===== config.mk =====
export PLATFORM = sky130hd
export DESIGN_NAME = config_ctrl
export DESIGN_NICKNAME = d
export VERILOG_FILES = /design/src/rtl/config_ctrl.sv
export SDC_FILE = /design/constraint.sdc
export NUM_CORES = 1
export LEC_CHECK = 0
export ABC_AREA = 0
export BUFFER_PORTS_ARGS = -buffer_cell sky130_fd_sc_hd__buf_2
export CAP_MARGIN = 10
export CORE_UTILIZATION = 35
export CTS_BUF_LIST = sky130_fd_sc_hd__clkbuf_16
export DETAILED_ROUTE_END_ITERATION = 10
export GPL_ROUTABILITY_DRIVEN = 0
export GPL_TIMING_DRIVEN = 1
export SLEW_MARGIN = 25
export SYNTH_ARGS = -nofsm -noshare
export SYNTH_HDL_FRONTEND = slang
export SYNTH_SLANG_ARGS = --single-unit

===== constraint.sdc =====
create_clock -name clk -period 3.64 [get_ports clk]
set_input_delay 0.728 -clock clk [delete_from_list [all_inputs] [get_ports clk]]
set_output_delay 0.728 -clock clk [all_outputs]
set_load 0.01 [all_outputs]

===== src/rtl/config_ctrl.sv =====
// config_ctrl
//   Write-port owner for the router configuration register bank.
//   After reset it writes a boot default into each of the four bank
//   registers. It then arbitrates round-robin between two valid/ready
//   requesters. No write is issued while the datapath reports a packet
//   in flight.
//
// Ports
//   clk          rising-edge clock
//   rst          synchronous reset, active high
//   busy         datapath packet in flight; blocks every write
//   reqN_valid   requester N write request (N = 0, 1)
//   reqN_addr    requester N register address
//   reqN_data    requester N write data
//   reqN_ready   requester N grant; a transfer occurs on valid & ready
//   config_addr  bank write address (registered)
//   config_data  bank write data (registered)
//   config_en    bank write strobe, one cycle per write (registered)
//   init_done    boot sequence complete, sticky until reset
module config_ctrl #(
  parameter logic [1:0] DEF_CH0_ADDR = 2'h0,
  parameter logic [1:0] DEF_CH1_ADDR = 2'h1,
  parameter logic [1:0] DEF_CH2_ADDR = 2'h2,
  parameter logic       DEF_CRC_EN   = 1'b0
) (
  input  logic       clk,
  input  logic       rst,
  input  logic       busy,
  input  logic       req0_valid,
  input  logic [1:0] req0_addr,
  input  logic [1:0] req0_data,
  output logic       req0_ready,
  input  logic       req1_valid,
  input  logic [1:0] req1_addr,
  input  logic [1:0] req1_data,
  output logic       req1_ready,
  output logic [1:0] config_addr,
  output logic [1:0] config_data,
  output logic       config_en,
  output logic       init_done
);

  typedef enum logic {ST_INIT, ST_RUN} state_t;

  state_t     state_q;
  logic [1:0] init_cnt_q;
  logic       last_grant_q;   // requester granted on the most recent tie
  logic [1:0] config_addr_q;
  logic [1:0] config_data_q;
  logic       config_en_q;
  logic       init_done_q;

  logic       run_ok;
  logic       grant0;
  logic       grant1;
  logic [1:0] boot_data_d;
  logic [1:0] wr_addr_d;
  logic [1:0] wr_data_d;

  // Boot default for the register currently being initialised.
  always_comb begin
    boot_data_d = DEF_CH0_ADDR;
    case (init_cnt_q)
      2'd0:    boot_data_d = DEF_CH0_ADDR;
      2'd1:    boot_data_d = DEF_CH1_ADDR;
      2'd2:    boot_data_d = DEF_CH2_ADDR;
      default: boot_data_d = {1'b0, DEF_CRC_EN};
    endcase
  end

  // Grants are combinational so a requester sees ready in the same cycle
  // that it raises valid. On a tie, the requester that did not win the
  // previous tie is granted.
  assign run_ok = (state_q == ST_RUN) && !busy;
  assign grant0 = run_ok && req0_valid && (!req1_valid || last_grant_q);
  assign grant1 = run_ok && req1_valid && (!req0_valid || !last_grant_q);

  assign wr_addr_d = grant1 ? req1_addr : req0_addr;
  assign wr_data_d = grant1 ? req1_data : req0_data;

  always_ff @(posedge clk) begin
    if (rst) begin
      state_q       <= ST_INIT;
      init_cnt_q    <= 2'd0;
      last_grant_q  <= 1'b1;
      config_addr_q <= 2'h0;
      config_data_q <= 2'h0;
      config_en_q   <= 1'b0;
      init_done_q   <= 1'b0;
    end else begin
      case (state_q)
        ST_INIT: begin
          if (!busy) begin
            config_en_q   <= 1'b1;
            config_addr_q <= init_cnt_q;
            config_data_q <= boot_data_d;
            init_cnt_q    <= init_cnt_q + 2'd1;
            if (init_cnt_q == 2'd3) begin
              state_q     <= ST_RUN;
              init_done_q <= 1'b1;
            end
          end else begin
            config_en_q <= 1'b0;
          end
        end
        ST_RUN: begin
          if (grant0 || grant1) begin
            config_en_q   <= 1'b1;
            config_addr_q <= wr_addr_d;
            config_data_q <= wr_data_d;
            // The pointer only moves when there was actual contention.
            if (req0_valid && req1_valid) begin
              last_grant_q <= grant1;
            end
          end else begin
            config_en_q <= 1'b0;
          end
        end
        default: begin
          state_q <= ST_INIT;
        end
      endcase
    end
  end

  assign req0_ready  = grant0;
  assign req1_ready  = grant1;
  assign config_addr = config_addr_q;
  assign config_data = config_data_q;
  assign config_en   = config_en_q;
  assign init_done   = init_done_q;

endmodule

======== After elaboration in Yosys (flattened, before gate mapping) ========
Index checks and enable logic that the tools add are counted.
cells by class
  add/sub/neg operators ................... 1
  $mul .................................... 0
  div/mod/pow operators ................... 0
  $lt $le $gt $ge ......................... 0
  eq/ne operators ......................... 5
  shifts and indexed selects .............. 0
  multiplexer cells ....................... 15
  bitwise operators ....................... 2
  reductions and logical operators ........ 17
operators by type and width
  cell                 count
  $mux 2               6
  $pmux 2 s2           3
  $logic_and 1x1->1    6
  $reduce_and 3->1     2
  $mux 1               5
  $eq 2x2->1 const B   2
  $logic_not 1->1      4
  $reduce_and 2->1     2
  $logic_or 1x1->1     3
  $add 2x1->2 const B  1
  $eq 2x1->1 const B   1
  $ne 2x1->1 const B   1
  $ne 2x2->1 const B   1
  $not 1->1            2
  $pmux 1 s2           1
storage, ports and cells
  register bits after elaboration ......... 10
  latch bits .............................. 0
  memory bits (writable) .................. 0
  memory bits (read-only) ................. 0
  input port bits ......................... 13
  output and inout port bits .............. 8
  word-level logic and storage cells ...... 47
  memories ................................ 0

======== Logic depth before layout (Yosys ltp) ========
  depth in word-level cells ............... 7
  gate-level depth with buffers ........... 4
  mapped depth without buffers ............ 4

======== Least setup slack after synthesis ========
OpenSTA, ideal clock, no wires.
  path type ............................... input to output
  start point ............................. in busy
  end point ............................... out req0_ready
  arrival time ............................ 1.339 ns
  required time ........................... 2.912 ns
  slack ................................... 1.573 ns
  cell stages on the path ................. 4
  cell sequence ........................... clkbuf_1 inv_1 nand3_1 a21oi_1
between the ends
  cells in the longest elaborated chain, start to end .. 4
RTL lines
  item                            line  text
  start, declared                 28    input logic busy,
  $logic_not 1->1                 -
  $logic_and 1x1->1               74    assign run_ok = (state_q == ST_RUN) && !busy;
  $logic_and 1x1->1 (2 in a row)  75    assign grant0 = run_ok && req0_valid && (!req1_valid || last_grant_q);
  end, declared                   32    output logic req0_ready,
No other way between the ends.

======== Final worst setup path ========
  start point ............................. in req0_valid
  end point ............................... out req1_ready
between the ends
  cells in the longest elaborated chain, start to end .. 3
RTL lines
  item               line  text
  start, declared    29    input logic req0_valid,
  $logic_not 1->1    76    assign grant1 = run_ok && req1_valid && (!req0_valid || !last_grant_q);
  $logic_or 1x1->1   76
  $logic_and 1x1->1  76
  end, declared      36    output logic req1_ready,
No other way between the ends.

==> summary.txt <==
Setup path
  • R2R setup slack: 2.03 ns
  • Largest stage delay, worst path: 0.40 ns
  • Setup crit start kind: input port
  • Maximum fanout along the worst path: 5
  • Critical path arrival: 1.58 ns
  • Worst path slowest cell: a21boi_0
  • CP Class: in2out
  • Crit-path cells: buf_2 -> a21boi_0 -> and3_1 -> buf_2
  • Most frequent CP cell: buf_2
  • Worst Path Buf+Inv: 2
  • Crit path max-delay family: compound AO/OA/AOI/OAI gates
  • CP required: 2.91 ns
  • Setup crit end kind: primary output

Yosys
  • Avg Synthesized Cell Area: 8.60 um2
  • Synth unique cells: 22
  • Post-synthesis async set-or-reset flop share: 0
  • Ys flop type: dfxtp_1
  • Yosys warnings: 0
  • Synth Cell Area: 559 um2
  • Synth Net Count: 81
  • Seq/Total Area, Yosys: 0.358
  • Yosys reg bits: 10
  • Synthesized instance count: 65
  • Number of synthesized flops with an enable pin: 0

Drt
  • Drt first-iter violations: 6
  • Top sig layer: met4
  • DRT antenna net count: 0
  • WL/cell: 12.0 um
  • Met3 routed WL: 77 um
  • Drc violations: 0
  • Post-Route M1 WL: 613 um
  • Vias per std cell: 5.07
  • DRT Wirelength: 1.21 mm
  • Routed via count: 512
  • TritonRoute pass-1 iters: 4
  • Met2 wire length: 492 um

Floorplanning
  • Die span in x: 42.0 um
  • I/O pin count: 21
  • Initial core utilization: 0.371
  • Rows: 14
  • DIE AREA: 0.00176 mm2
  • Core area: 0.00151 mm2
  • Chip height: 42.0 um

Power and ir drop
  • Psw: 0.0704 mW
  • PwrDens: 468 mW/mm2
  • Leak: 0.328 nW
  • Switch share: 0.203
  • Logic pwr share: 0.107
  • Clock Power Share: 0.539
  • Seq pwr share: 0.354
  • PnR Total Power: 0.347 mW
  • Cell-internal power: 0.277 mW
  • Worst vdd ir: 309 uV

Cells and area
  • Share of cells above drive strength 1: 0.282
  • Nets: 103
  • ANT cells: 0
  • Commonest non-fill, non-tap cells in the layout: 20 x buf_2, 10 x dfxtp_1, 8 x inv_1, 7 x a21oi_1, 6 x nor2_1
  • Synthesis-to-finish area growth: 32.7%
  • Commonest non-fill, non-tap cell in the layout: buf_2
  • Finished Layout Cells: 101

Timing
  • FMAX: 433 MHz
  • Slew margin rel.: 0.672
  • Final Hold Vio Count: 0
  • Final Skew: 0.00103 ns
  • Slew Viols, Final: 0
  • Fin crit share: 0.635
  • Minimum period implied by the final worst setup slack: 2.31 ns
  • Setup total negative slack: 0 ns
  • Worst Max-Slew Pin Slew: 0.492 ns
  • RSZ-0062 raised after global routing: no
  • Setup Viol. Count Final: 0

Job
  • Max Cap Violations: 0

Place
  • Count of port buffers added during placement: 20
  • Inst Count DP: 98

Clock network
  • Root Driver: clkbuf_16
  • Clk sinks: 10
  • Total CTS buffers: 3
  • Reg clk slew, reported paths: 0.04 ns
  • CTS max path bufs: 2
  • Cts hold-fix bufs: 0
  • CTS tree: done
  • H-tree depth: 1
  • Postcts setup bufs: 0
  • Clk Latency, worst-skew pair: 0.23 ns
  • Post-CTS sizing: 0

Global routing
  • Vias in the first global route: 471
  • Maximum number of pins on one net before global-route repair: 19
  • Gr usage total: 0.160
  • Antenna violations before repair: 0
  • First-pass GRT wire length: 2.02 mm
  • Grt ovf: 0

Min path
  • Worst Hold Class: reg2reg

Run status
  • Status: finished clean
[path summary, 6_finish.rpt]
path / to / start / cells past startpoint
hold / removal: config_data[0] / config_data[0] / 2
hold reg to reg: config_data[0] / config_data[0] / 2
setup reg to reg: config_addr[1] / state_q / 3
setup / recovery: req1_ready / req0_valid / 4
[logic make-up after synthesis]
family	share of synthesized area
and+or+nand+nor	0.230
AOI/OAI and AO/OA	0.237
buffers and inverters	0.0761
DFF	0.358
adders and majority gates	0.0671
xor gates and xnor gates	0.0313
[power groups by stage]
stage	registers (mW)	clock network, mW	logic (mW)
global route	0.124	0.198	0.0419
finish	0.123	0.187	0.0371
global placement	0.124	0	0.0367
floorplan	0.125	0	0.0208
detailed placement	0.125	0	0.0371
CTS	0.123	0.191	0.0374
[tightest hold or removal path: stages, from the launching register on]
cell	delay, ns
dfxtp_1	0.29
inv_1	0.04
o32ai_1	0.05
[per-layer routing]
layer / track usage / up-vias
li1: - / 275
met1: 0.203 / 222
met2: 0.213 / 13
met3: 0.0690 / 2
met4: 0.116 / 0
met5: 0 / -
[per-stage QoR]
| step | worst slack [ns] | hold slack, ns | utilization | cell area [um2] |
|---|---|---|---|---|
| floorplan | 1.57 | 0.478 | - | 559 |
| detailed placement | 1.32 | 0.448 | 0.443 | 667 |
| CTS | 1.31 | 0.454 | 0.493 | 742 |
| global placement | 1.35 | 0.450 | 0.443 | 667 |
| global route | 1.23 | 0.485 | 0.493 | 742 |
| finish | 1.33 | 0.448 | 0.493 | 742 |
[state kept, by name (all words and copies together) (netlist names)]
register / cells
config_data: 2
init_done: 1
state_q: 1
config_en: 1
init_cnt_q: 2
config_addr: 2
last_grant_q: 1
[synth_stat cells, types with 2 or more instances]
| cell | instances | area, um2 |
|---|---|---|
| dfxtp_1 | 10 | 200 |
| inv_1 | 8 | 30.0 |
| a21oi_1 | 7 | 35.0 |
| nor2_1 | 6 | 22.5 |
| nor4b_1 | 4 | 35.0 |
| o211ai_1 | 4 | 30.0 |
| o32ai_1 | 4 | 35.0 |
| or2b_1 | 4 | 30.0 |
| ha_1 | 3 | 37.5 |
| clkbuf_1 | 2 | 7.51 |
| xnor2_1 | 2 | 17.5 |
[cell type report]
cell class	instances	area, um2
well taps	16	20.0
flip-flops and latches	10	200
fillers	161	764
multi-input cells	44	317
inverters	8	30.0
clock buffers	3	75.1
repair buffers	20	100
No activity file was read; power rests on OpenSTA's default activity.
